$ cat src/rtl/mem_port_arbiter_pkg.sv
// Shared types and constants for the unified memory port arbiter:
// FSM state encoding, requester ids and default widths.
package mem_port_arbiter_pkg;

    localparam int ADDR_W_DEF      = 32;
    localparam int DATA_W_DEF      = 32;
    localparam int MAX_IF_WAIT_DEF = 2;
    localparam int CNT_W           = 4;

    typedef enum logic [1:0] {
        IDLE    = 2'd0,
        BUSY_IF = 2'd1,
        BUSY_DM = 2'd2
    } arb_state_e;

    localparam logic REQ_IF = 1'b0;
    localparam logic REQ_DM = 1'b1;

endpackage

$ cat src/rtl/mem_port_arbiter_arb_fixed_prio_starve.sv
// Winner select between IF and DM (DM preferred) with an IF starvation
// counter that forces IF ahead after MAX_IF_WAIT consecutive DM wins.
// Ports: clk, rst (async, active-low); arb_en_i (arbiter idle);
// if_req_i (raw IF request); if_elig_i / dm_elig_i (eligible requests);
// grant_vld_o / grant_id_o (combinational winner).
module arb_fixed_prio_starve
    import mem_port_arbiter_pkg::*;
#(
    parameter int MAX_IF_WAIT = MAX_IF_WAIT_DEF
) (
    input  logic clk,
    input  logic rst,
    input  logic arb_en_i,
    input  logic if_req_i,
    input  logic if_elig_i,
    input  logic dm_elig_i,
    output logic grant_vld_o,
    output logic grant_id_o
);

    localparam logic [CNT_W-1:0] MAX_C = CNT_W'(MAX_IF_WAIT);

    logic [CNT_W-1:0] wait_cnt_q;
    logic [CNT_W-1:0] wait_cnt_d;
    logic             force_if;

    assign force_if = (wait_cnt_q == MAX_C);

    always_comb begin
        grant_vld_o = arb_en_i & (if_elig_i | dm_elig_i);
        grant_id_o  = REQ_DM;
        if (if_elig_i & (~dm_elig_i | force_if)) begin
            grant_id_o = REQ_IF;
        end
    end

    // Only DM wins that actually bypass a waiting IF count toward starvation.
    always_comb begin
        wait_cnt_d = wait_cnt_q;
        if (!if_req_i || (grant_vld_o && grant_id_o == REQ_IF)) begin
            wait_cnt_d = '0;
        end else if (grant_vld_o && grant_id_o == REQ_DM && if_elig_i
                     && wait_cnt_q < MAX_C) begin
            wait_cnt_d = wait_cnt_q + 1'b1;
        end
    end

    always_ff @(posedge clk or negedge rst) begin
        if (!rst) begin
            wait_cnt_q <= '0;
        end else begin
            wait_cnt_q <= wait_cnt_d;
        end
    end

endmodule

$ cat src/rtl/mem_port_arbiter.sv
// Shares one single-port memory between instruction fetch and data access.
// Ports: IF (if_req/if_addr -> if_rdata/if_done/stall_if), DM (dm_req/dm_we/
// dm_addr/dm_wdata -> dm_rdata/dm_done/stall_dm), memory (mem_req/mem_we/
// mem_addr/mem_wdata <- mem_ack/mem_rdata), sticky spurious_ack error.
module mem_port_arbiter
    import mem_port_arbiter_pkg::*;
#(
    parameter int ADDR_W      = ADDR_W_DEF,
    parameter int DATA_W      = DATA_W_DEF,
    parameter int MAX_IF_WAIT = MAX_IF_WAIT_DEF
) (
    input  logic              clk,
    input  logic              rst,
    input  logic              if_req,
    input  logic [ADDR_W-1:0] if_addr,
    output logic [DATA_W-1:0] if_rdata,
    output logic              if_done,
    output logic              stall_if,
    input  logic              dm_req,
    input  logic              dm_we,
    input  logic [ADDR_W-1:0] dm_addr,
    input  logic [DATA_W-1:0] dm_wdata,
    output logic [DATA_W-1:0] dm_rdata,
    output logic              dm_done,
    output logic              stall_dm,
    output logic              mem_req,
    output logic              mem_we,
    output logic [ADDR_W-1:0] mem_addr,
    output logic [DATA_W-1:0] mem_wdata,
    input  logic              mem_ack,
    input  logic [DATA_W-1:0] mem_rdata,
    output logic              spurious_ack
);

    arb_state_e        state_q;
    logic              mem_req_q;
    logic              mem_we_q;
    logic [ADDR_W-1:0] mem_addr_q;
    logic [DATA_W-1:0] mem_wdata_q;
    logic [DATA_W-1:0] if_rdata_q;
    logic [DATA_W-1:0] dm_rdata_q;
    logic              if_done_q;
    logic              dm_done_q;
    logic              spurious_q;

    logic if_elig;
    logic dm_elig;
    logic grant_vld;
    logic grant_id;

    // A request still high in its own done cycle is the old one; skip it.
    assign if_elig = if_req & ~if_done_q;
    assign dm_elig = dm_req & ~dm_done_q;

    arb_fixed_prio_starve #(
        .MAX_IF_WAIT (MAX_IF_WAIT)
    ) u_arb (
        .clk         (clk),
        .rst         (rst),
        .arb_en_i    (state_q == IDLE),
        .if_req_i    (if_req),
        .if_elig_i   (if_elig),
        .dm_elig_i   (dm_elig),
        .grant_vld_o (grant_vld),
        .grant_id_o  (grant_id)
    );

    always_ff @(posedge clk or negedge rst) begin
        if (!rst) begin
            state_q     <= IDLE;
            mem_req_q   <= 1'b0;
            mem_we_q    <= 1'b0;
            mem_addr_q  <= '0;
            mem_wdata_q <= '0;
            if_rdata_q  <= '0;
            dm_rdata_q  <= '0;
            if_done_q   <= 1'b0;
            dm_done_q   <= 1'b0;
            spurious_q  <= 1'b0;
        end else begin
            if_done_q <= 1'b0;
            dm_done_q <= 1'b0;
            unique case (state_q)
                IDLE: begin
                    if (mem_ack) begin
                        spurious_q <= 1'b1;
                    end
                    if (grant_vld) begin
                        mem_req_q <= 1'b1;
                        if (grant_id == REQ_IF) begin
                            state_q     <= BUSY_IF;
                            mem_we_q    <= 1'b0;
                            mem_addr_q  <= if_addr;
                            mem_wdata_q <= '0;
                        end else begin
                            state_q     <= BUSY_DM;
                            mem_we_q    <= dm_we;
                            mem_addr_q  <= dm_addr;
                            mem_wdata_q <= dm_wdata;
                        end
                    end
                end
                BUSY_IF: begin
                    if (mem_ack) begin
                        state_q    <= IDLE;
                        mem_req_q  <= 1'b0;
                        if_done_q  <= 1'b1;
                        if_rdata_q <= mem_rdata;
                    end
                end
                BUSY_DM: begin
                    if (mem_ack) begin
                        state_q   <= IDLE;
                        mem_req_q <= 1'b0;
                        mem_we_q  <= 1'b0;
                        dm_done_q <= 1'b1;
                        if (!mem_we_q) begin
                            dm_rdata_q <= mem_rdata;
                        end
                    end
                end
                default: begin
                    state_q   <= IDLE;
                    mem_req_q <= 1'b0;
                end
            endcase
        end
    end

    assign mem_req      = mem_req_q;
    assign mem_we       = mem_we_q;
    assign mem_addr     = mem_addr_q;
    assign mem_wdata    = mem_wdata_q;
    assign if_rdata     = if_rdata_q;
    assign dm_rdata     = dm_rdata_q;
    assign if_done      = if_done_q;
    assign dm_done      = dm_done_q;
    assign spurious_ack = spurious_q;
    assign stall_if     = if_req & ~if_done_q;
    assign stall_dm     = dm_req & ~dm_done_q;

endmodule

$ cat config.mk
export PLATFORM = sky130hd
export DESIGN_NAME = mem_port_arbiter
export DESIGN_NICKNAME = d
export VERILOG_FILES = /design/src/rtl/mem_port_arbiter_pkg.sv /design/src/rtl/mem_port_arbiter_arb_fixed_prio_starve.sv /design/src/rtl/mem_port_arbiter.sv
export SDC_FILE = /design/constraint.sdc
export NUM_CORES = 1
export LEC_CHECK = 0
export BUFFER_PORTS_ARGS = -buffer_cell sky130_fd_sc_hd__buf_4
export CORE_UTILIZATION = 47
export CTS_BUF_LIST = sky130_fd_sc_hd__clkbuf_4 sky130_fd_sc_hd__clkbuf_8
export CTS_CLUSTER_DIAMETER = 100
export DETAILED_ROUTE_END_ITERATION = 7
export PLACE_DENSITY = 0.87
export SLEW_MARGIN = 5
export SYNTH_ARGS = -nofsm -noshare
export SYNTH_HDL_FRONTEND = slang
export SYNTH_SLANG_ARGS = --single-unit
$ cat constraint.sdc
create_clock -name clk -period 2.15 [get_ports clk]
set_clock_uncertainty 0.1 [all_clocks]
set_input_delay 0.215 -clock clk [delete_from_list [all_inputs] [get_ports clk]]
set_output_delay 0.215 -clock clk [all_outputs]
set_load 0.02 [all_outputs]
==> impl_results.md, run 1 <==
- Failing checks: DRC
- Nets@finish: between 900 and 1,000
- Die Y: about 110 microns
- WL/cell: 22.0 microns
- Syn_nets: 521
- Antenna viol nets, final: 0
- Worst slew pin tran: ~0.55 ns
- DR pass1 iterations: 8
- CP Class: flop to flop
- Number of DRC markers after the initial detailed-route iteration: 436
- Vias per inst: 5.66
- CTS max path bufs: 2
- Via count: 5,226
- #FFs+latches synth: 139
- Starting Density: 48.8%
- CP Capture Type: flop
- Period utilization: 91.0%
- Mean Syn Cell Area: 14.7 sq um
- CTS tree: built
- Die W: between 100 and 150 microns
- IO Pins: about 270
- Most frequent cells in the layout: 279 x buf_4, 139 x dfrtp_1, 114 x dlygate4sd3_1, 34 x mux2_2
- Critical Path Fanout Max: 18
- Synth Area in XOR/XNOR: 0%
- Cell taking the most area after synthesis: dfrtp_1
- Multiplexer area fraction after synthesis: 12.8%
- Port Buffers: 268
- Critical Path AT: 2.20 ns
- Yosys cell types: 38
- Largest family of logic cells by synthesized area: compound AO/OA/AOI/OAI gates
- DRC: 40
- Post_cts resized: 0
- Gr ovfl total: 0
- CTS root buf: clkbuf_8
- CTS buffer count: 17
- DP HPWL: 11,800 microns
- N_diodes: 0
- Cell leakage power: 0.00486 uW
- P&R area growth vs syn: 67.5%
- CTS sink count: 139
- Synth warn: 0
- Cell row count: 39
- F_max: 511 MHz
- Slew HR: 63.3%
- Setup TNS: 0 ns
- GRT Total Usage: 33.9%
- Synthesized area: between 0.005 and 0.006 sq mm
- Final Critical Period: 1.96 ns
- Final hold violations: 0
- Post-synthesis compound-gate area fraction: 18.5%
- Antenna violations before repair: 0
- Worst skew pair latency: approximately 0.43 ns
- Worst Hold Class: input pin to flop
- Final non-filler cell area: 0.00941 sq mm
- Largest net degree at the start of global routing: 58
- Final setup viols: 0
- H-tree depth: 4
- Worst path required time: about 2.4 ns
- Outcome: finished, violations left
- Final Wtd Congestion: 0.805
- Core box area: 0.0115 sq mm
- RSZ-0062 raised after global routing: no
- Pwr dens: 1450 mW/mm^2
- Ranking of synthesized cells by area: dfrtp_1 62%, mux2_2 6.8%, mux2_1 6.0%
- Setup crit start kind: flop
- Dpl cell area: 0.00787 sq mm
- Mapped Cells: 382
- Seq/Total Area, Yosys: 61.9%
- Vias in the first global route: approximately 5,600
- Commonest non-fill, non-tap cell in the layout: buf_4
- Max-slew violation count: 0
- Peak supply drop: 1.06 mV
- Max-cap violations: 0
- Post-CTS Setup Bufs: 0
- Total die area: 0.0124 sq mm
- Detailed Route WL: 20,300 microns
- Share of cells above drive strength 1: 45.6%
- First-pass GRT wire length: 31,700 microns
- Simple-gate share of the synthesized area: 2.29%
- Top cell type's share of synthesized area: 61.9%
- Adder-cell share of the synthesized area: around 1.1%
- Clk slew on worst S/H paths: 0.08 ns
[Yosys cell counts, drive strengths merged]
library cell / n
a32o: 1
nor2b: 2
or3b: 1
o32ai: 1
nor3: 4
o22ai: 1
a221o: 32
buf: 15
clkbuf: 17
or4: 1
nand4: 1
inv: 10
and3: 1
a211oi: 3
o211a: 32
nor2: 1
o21ai: 3
a21boi: 1
nor3b: 2
and2: 1
a21o: 2
a22o: 32
a31oi: 3
ha: 5
mux2: 64
nand2: 1
nand2b: 3
dfrtp: 139
and3b: 1
a21oi: 2
[cells by family (layout without fill, tap and decap cells)]
family / count (synthesis) / count (layout)
buffers and inverters: 42 / 441
AND/OR/NAND/NOR: 19 / 19
AO/OA/AOI/OAI: 113 / 113
adder cells (fa/ha/maj): 5 / 5
flip-flops: 139 / 139
multiplexers: 64 / 64
[per-layer routing]
metal	vias to the layer above	global-route usage [%]	share of wire [%]
met4	0	16.1	3.3
li1	2239	-	-
met1	2608	37.3	36
met2	324	59.3	52
met3	55	10.9	9.1
met5	-	0	0
[layout make-up]
cell class | instances | area [sq um]
Fill cell | 589 | 2100
Inverter | 10 | 37.5
Tap cell | 143 | 179
Timing Repair Buffer | 399 | 3350
Clock buffer | 24 | 318
Multi-Input combinational cell | 201 | 1970
Clock inverter | 8 | 82.6
Sequential cell | 139 | 3480
[where the power goes]
part           internal [uW]  total (uW)  switching, uW  leakage, uW
clock network           1100        2100            994     0.000195
logic                   3190        6850           3670      0.00296
registers               3830        4680            844      0.00171
[worst max-delay path, cell delays in order, from the launching register on]
cell	delay [ns]
dfrtp_1	0.41
inv_1	0.09
ha_1	0.21
nor3b_4	0.17
buf_4	0.21
or4_1	0.49
a31oi_1	0.18
[what timing repair did]
action | 4_1_cts | 5_1_grt
hold endpoints to repair | 189 | 0
endpoints found under the setup margin | 0 | 0
hold buffers | 114 | 0
[registers in the layout, indices dropped and copies added, names as in the netlist]
register	count
mem_we	1
u_arb.wait_cnt_q	4
mem_req	1
spurious_ack	1
if_done	1
mem_addr	32
mem_wdata	32
state_q	2
dm_rdata	32
dm_done	1
if_rdata	32
[through the flow]
stage               total power (uW)  utilization [%]  hold slack, ns  setup WS [ns]  std cells
finish                         13600             81.7          0.0309          0.194        924
global route                   14200             81.7          0.0107          0.107        924
CTS                            13400             81.7         0.00207          0.231        924
detailed placement             11100             68.4           0.120          0.248        778
global placement               10800             68.4           0.110          0.342        778
floorplan                       8090                -          -0.181          0.296        382
[path summary, 6_finish.rpt]
| kind | startpoint | endpoint | slack [ns] | depth (start not counted) |
|---|---|---|---|---|
| hold reg to reg | spurious_ack | spurious_ack | 0.37 | 1 |
| hold / removal | if_addr[6] | mem_addr[6] | 0.03 | 3 |
| max in group asynchronous | rst | dm_rdata[4] | 0.98 | 3 |
| min in group asynchronous | rst | dm_rdata[31] | 0.22 | 2 |
| setup / recovery | u_arb.wait_cnt_q[0] | u_arb.wait_cnt_q[0] | 0.19 | 6 |
| setup reg to reg | u_arb.wait_cnt_q[0] | u_arb.wait_cnt_q[0] | 0.19 | 6 |
(Power assumes the default switching activity.)
==> run 2: changes to the inputs <==
--- a/config.mk
+++ b/config.mk
@@ -10,7 +10,9 @@
 export CTS_BUF_LIST = sky130_fd_sc_hd__clkbuf_4 sky130_fd_sc_hd__clkbuf_8
 export CTS_CLUSTER_DIAMETER = 100
 export DETAILED_ROUTE_END_ITERATION = 7
+export GPL_TIMING_DRIVEN = 0
 export PLACE_DENSITY = 0.87
+export RECOVER_POWER = 25
 export SLEW_MARGIN = 5
 export SYNTH_ARGS = -nofsm -noshare
 export SYNTH_HDL_FRONTEND = slang
==> impl_results.md, run 2 (synthesized netlist as in run 1, its figures left out) <==
- Outcome: finished, violations left
- Failing checks: DRC, capacitance limit, slew limit
- Tot Pwr: 13,800 uW (+1.6%)
- GRT Total Usage: 34.4% (+0.59 points)
- CTS max path bufs: 2 (unchanged)
- Vias in the first global route: 5,917 (+5.0%)
- Max-slew violation count: 67 (+67)
- Core box area: 0.0115 sq mm (unchanged)
- H-tree depth: 4 (unchanged)
- P&R area growth vs syn: 70.1%
- Slew HR: -1.86% (-65 points)
- Placed Cells: 794 (+2.1%)
- CTS root buf: clkbuf_8
- Antenna viol nets, final: 0 (unchanged)
- Worst path required time: 2.35 ns (-0.05 ns)
- Most frequent cells in the layout: 275 x buf_4, 139 x dfrtp_1, 124 x dlygate4sd3_1, 34 x mux2_2
- Cell leakage power: 0.00495 uW (+1.7%)
- DRC: 40 (unchanged)
- Worst slew pin tran: 1.53 ns (+0.978 ns)
- CTS tree: built
- Period utilization: 96.6% (+5.6 points)
- Max-cap violations: 1 (+1)
- Commonest non-fill, non-tap cell in the layout: buf_4
- Final Critical Period: 2.08 ns (+0.120 ns)
- Share of cells above drive strength 1: 44.5% (-1.1 points)
- CP peak stage delay: 0.36 ns (-0.13 ns)
- Number of DRC markers after the initial detailed-route iteration: 492 (+13%)
- First-pass GRT wire length: 32,100 microns (+1.4%)
- Final setup viols: 0 (unchanged)
- CTS buffer count: 17 (unchanged)
- IO Pins: 269 (unchanged)
- Clk slew on worst S/H paths: 0.07 ns (about the same)
- WL/cell: 22.1 microns (+0.39%)
- Nets@finish: 937 (+3.3%)
- Post-Layout Cell Count: 953 (+3.1%)
- Port Buffers: 268 (unchanged)
- Detailed Route WL: 21,000 microns (+3.5%)
- RSZ-0062 raised after global routing: no
- Peak supply drop: 1.03 mV (-2.9%)
- Worst Hold Class: input pin to flop
- Via count: 5,386 (+3.1%)
- DR pass1 iterations: 8 (unchanged)
- Critical Path Fanout Max: 10 (-8)
- Setup TNS: 0 ns (unchanged)
- Antenna violations before repair: 1 (+1)
- Pwr dens: 1450 mW/mm^2 (about the same)
- Setup crit start kind: flop
- Critical Path AT: 2.28 ns (+0.08 ns)
- Most Frequent Cell on Critical Path: buf_2
- DP HPWL: 11,700 microns (-0.86%)
- Die Y: 111 microns (unchanged)
- Largest delay share family, worst path: buffers and inverters
- Total die area: 0.0124 sq mm (unchanged)
- Die W: 111 microns (unchanged)
- Final hold violations: 0 (unchanged)
- CTS sink count: 139 (unchanged)
- Hold_ws: 0.0410 ns (+0.0100 ns)
- CP Capture Type: flop
- Starting Density: 48.8% (unchanged)
- F_max: 482 MHz (-5.8%)
- CP Class: flop to flop
- CP max-delay cell: dfrtp_1
- Worst skew pair latency: 0.44 ns (about the same)
- Cell row count: 39 (unchanged)
- Worst path buffer plus inverter count: 4 (+2)
- Cell Chain, Critical Path: inv_1 -> ha_1 -> buf_2 -> and3b_1 -> buf_2 -> buf_2 -> o211a_1 -> a221o_1
- Gr ovfl total: 0 (unchanged)
- Final Wtd Congestion: 0.874 (+8.7%)
- Vias per inst: 5.65 (about the same)
- Largest net degree at the start of global routing: 74 (+28%)
==> run 2: what timing repair did <==
action,4_1_cts,5_1_grt
setup buffers,1,3
resized for setup,0,24
hold buffers,124,0
gates cloned,0,1
endpoints found under the setup margin,1,94
endpoints found under the hold margin,201,0
pin swaps,0,1
==> run 2: worst paths after layout <==
kind	from	to	slack (ns)	depth (start not counted)
worst max-delay path	state_q[0]	mem_addr[13]	0.07	8
worst min-delay path	if_addr[7]	mem_addr[7]	0.04	3
worst max register to register	state_q[0]	mem_addr[13]	0.07	8
worst min register to register	spurious_ack	spurious_ack	0.37	1
max in group asynchronous	rst	mem_addr[2]	0.32	3
min in group asynchronous	rst	if_rdata[30]	0.58	2
==> run 2: worst min-delay path, stage by stage <==
cell and delay (ns):
buf_4 0.08, o211a_1 0.15, a221o_1 0.11
==> run 2: report_power, final <==
| part | internal (uW) | switching [uW] | total [uW] |
|---|---|---|---|
| sequential | 3830 | 837 | 4670 |
| clock | 1210 | 984 | 2200 |
| combinational | 3210 | 3770 | 6980 |
==> run 2: area by class of cell <==
class | count | area (sq um)
well taps | 143 | 179
clock inverters | 6 | 85.1
fillers | 561 | 1960
plain buffers | 31 | 169
multi-input cells | 201 | 1970
diodes | 1 | 2.50
flip-flops and latches | 139 | 3480
inverters | 10 | 37.5
clock buffers | 24 | 324
repair buffers | 398 | 3310
==> run 2: metal layers <==
layer | GRT usage [%] | routed length, microns | part of all wire [%] | vias up
met5 | 0 | 0 | 0 | -
met4 | 20.0 | 1010 | 4.8 | 0
met3 | 11.4 | 1800 | 8.5 | 85
met2 | 59.1 | 10600 | 50 | 351
met1 | 37.4 | 7630 | 36 | 2660
li1 | - | - | - | 2290
==> run 2: stage by stage <==
step,setup WS (ns),utilization [%],area (sq um)
5_1_grt,0.00290,83.0,9560
6_report,0.0737,83.0,9560
4_1_cts,0.00501,82.5,9500
3_5_place_dp,0.0323,68.1,7840
2_1_floorplan,0.296,-,5620
3_3_place_gp,0.0819,67.8,7810
==> run 3: changes to the inputs <==
--- a/config.mk
+++ b/config.mk
@@ -6,12 +6,14 @@
 export NUM_CORES = 1
 export LEC_CHECK = 0
 export BUFFER_PORTS_ARGS = -buffer_cell sky130_fd_sc_hd__buf_4
-export CORE_UTILIZATION = 47
+export CELL_PAD_IN_SITES_DETAIL_PLACEMENT = 1
+export CELL_PAD_IN_SITES_GLOBAL_PLACEMENT = 2
+export CORE_UTILIZATION = 30
 export CTS_BUF_LIST = sky130_fd_sc_hd__clkbuf_4 sky130_fd_sc_hd__clkbuf_8
 export CTS_CLUSTER_DIAMETER = 100
 export DETAILED_ROUTE_END_ITERATION = 7
 export GPL_TIMING_DRIVEN = 0
-export PLACE_DENSITY = 0.87
+export PLACE_DENSITY = 0.88
 export RECOVER_POWER = 25
 export SLEW_MARGIN = 5
 export SYNTH_ARGS = -nofsm -noshare
==> impl_results.md, run 3 (synthesized netlist as in run 1, its figures left out) <==
- Tot Pwr: 13,700 uW (-1.4%)
- Critical Path Fanout Max: 10 (unchanged)
- Starting Density: 31.0% (-18 points)
- Worst slew pin tran: 0.954 ns (-0.573 ns)
- Worst skew pair latency: 0.44 ns (about the same)
- Largest net degree at the start of global routing: 74 (unchanged)
- Max-slew violation count: 0 (-100%)
- Via count: 5,097 (-5.4%)
- Setup crit start kind: flop
- IO Pins: 269 (unchanged)
- Worst R2R End: mem_addr[10]
- Total die area: 0.0193 sq mm (+56%)
- Outcome: finished, violations left
- RSZ-0062 raised after global routing: yes
- F_max: 483 MHz (+0.38%)
- Cell row count: 49 (+26%)
- P&R area growth vs syn: 71.0%
- Port Buffers: 268 (unchanged)
- Worst path required time: 2.36 ns (about the same)
- Worst Hold Class: input pin to flop
- Reg2Reg Setup Slack: 0.08 ns (about the same)
- Vias per inst: 4.89 (-13%)
- Final setup viols: 0 (unchanged)
- Antenna viol nets, final: 0 (unchanged)
- GRT Total Usage: 22.9% (-12 points)
- Die W: 139 microns (+25%)
- Antenna violations before repair: 1 (unchanged)
- Hold Path Cell Cnt: 3 (unchanged)
- Final Wtd Congestion: 0.834 (-4.6%)
- CTS tree: built
- Commonest non-fill, non-tap cell in the layout: buf_4
- WL/cell: 20.7 microns (-6.1%)
- Vias in the first global route: 5,888 (-0.49%)
- Worst hold endpoint: mem_addr[12]
- CP peak stage delay: 0.36 ns (about the same)
- Final Critical Period: 2.07 ns (-0.00781 ns)
- Peak supply drop: 0.681 mV (-34%)
- Cell leakage power: 0.00487 uW (-1.6%)
- CTS root buf: clkbuf_8
- CP Class: flop to flop
- Hold Startpoint: if_addr[12]
- CP Capture Type: flop
- CP max-delay cell: dfrtp_1
- H-tree depth: 4 (unchanged)
- Share of cells above drive strength 1: 41.4% (-3.1 points)
- Detailed Route WL: 21,600 microns (+2.7%)
- Cell Chain, Critical Path: inv_1 -> ha_1 -> clkbuf_4 -> and3b_1 -> clkbuf_4 -> buf_2 -> o211a_1 -> a221o_1
- Failing checks: DRC
- Most Frequent Cell on Critical Path: clkbuf_4
- # fillers: 1,865 (+230%)
- First-pass GRT wire length: 33,800 microns (+5.2%)
- Period utilization: 96.2% (-0.36 points)
- Worst path buffer plus inverter count: 4 (unchanged)
- Worst R2R Path Depth: 8 (unchanged)
- Number of DRC markers after the initial detailed-route iteration: 218 (-56%)
- CTS max path bufs: 2 (unchanged)
- Core box area: 0.0181 sq mm (+58%)
- Clk slew on worst S/H paths: 0.08 ns (about the same)
- DR pass1 iterations: 8 (unchanged)
- Setup TNS: 0 ns (unchanged)
- DRC: 23 (-43%)
- CTS buffer count: 17 (unchanged)
- R2R Path Start: state_q[0]
- DP HPWL: 13,500 microns (+15%)
- Gr ovfl total: 0 (unchanged)
- CTS sink count: 139 (unchanged)
- Nets@finish: 938 (+0.11%)
- Largest delay share family, worst path: buffers and inverters
- Hold_ws: 0.0496 ns (+0.00860 ns)
- Final hold violations: 0 (unchanged)
- Critical Path AT: 2.28 ns (about the same)
- Slew HR: 36.4% (+38 points)
- Die Y: 139 microns (+25%)
- Final core occ: 53.0% (-30 points)
- Most frequent cells in the layout: 250 x buf_4, 139 x dfrtp_1, 128 x dlygate4sd3_1, 34 x mux2_2, 33 x clkbuf_1
- Pwr dens: 1420 mW/mm^2 (-1.9%)
- Max-cap violations: 0 (-1)
run 3: cell type report:
class / instances / area (sq um) / area share, %
Antenna cell: 1 / 2.50 / 0.0260
Tap cell: 229 / 287 / 2.98
Timing Repair Buffer: 399 / 3230 / 33.6
Clock inverter: 13 / 180 / 1.88
Multi-Input combinational cell: 201 / 1960 / 20.4
Inverter: 10 / 37.5 / 0.391
Sequential cell: 139 / 3480 / 36.2
Buffer: 31 / 176 / 1.84
Clock buffer: 19 / 255 / 2.66
run 3: worst min-delay path: stages:
cell,delay (ns)
buf_4,0.09
o211a_1,0.14
a221o_1,0.11
run 3: through the flow:
stage / setup WS, ns / instance area, sq um / cells
after floorplan: 0.296 / 5620 / 382
final: 0.0815 / 9610 / 1042
after CTS: 0.00192 / 9680 / 1040
after global routing: -0.00827 / 9610 / 1042
after detailed placement: -0.0692 / 7950 / 880
after global placement: -0.0394 / 7920 / 879
run 3: worst max-delay path by stage:
stage	from	endpoint	slack [ns]	depth (start not counted)
2_1_floorplan	u_arb.wait_cnt_q[0]	mem_addr[10]	0.30	7
3_3_place_gp	u_arb.wait_cnt_q[0]	mem_addr[9]	-0.04	7
3_5_place_dp	u_arb.wait_cnt_q[0]	mem_addr[8]	-0.07	7
4_1_cts	state_q[1]	mem_addr[27]	0.002	7
5_1_grt	u_arb.wait_cnt_q[0]	u_arb.wait_cnt_q[3]	-0.008	6
6_report	state_q[0]	mem_addr[10]	0.08	8
run 3: power breakdown:
| group | switching (uW) | total, uW | leakage, uW | internal [uW] |
|---|---|---|---|---|
| Combinational | 3700 | 6720 | 0.00294 | 3020 |
| Clock | 1110 | 2340 | 0.000215 | 1220 |
| Sequential | 771 | 4600 | 0.00171 | 3830 |
run 3: timing repair:
| action | CTS | global route |
|---|---|---|
| hold buffers | 127 | 1 |
| setup buffers | 1 | 1 |
| setup endpoints to repair | 29 | 93 |
| pin swaps | 0 | 0 |
| resized for setup | 5 | 19 |
| hold endpoints to repair | 201 | 1 |
run 3: per-layer routing:
layer	track usage [%]	share of wire (%)	vias up	wire (microns)
li1	-	-	2300	-
met2	41.7	52	217	11300
met1	25.3	39	2550	8370
met4	9.01	2.6	0	565
met3	5.90	6.2	30	1340
met5	0	0	-	0
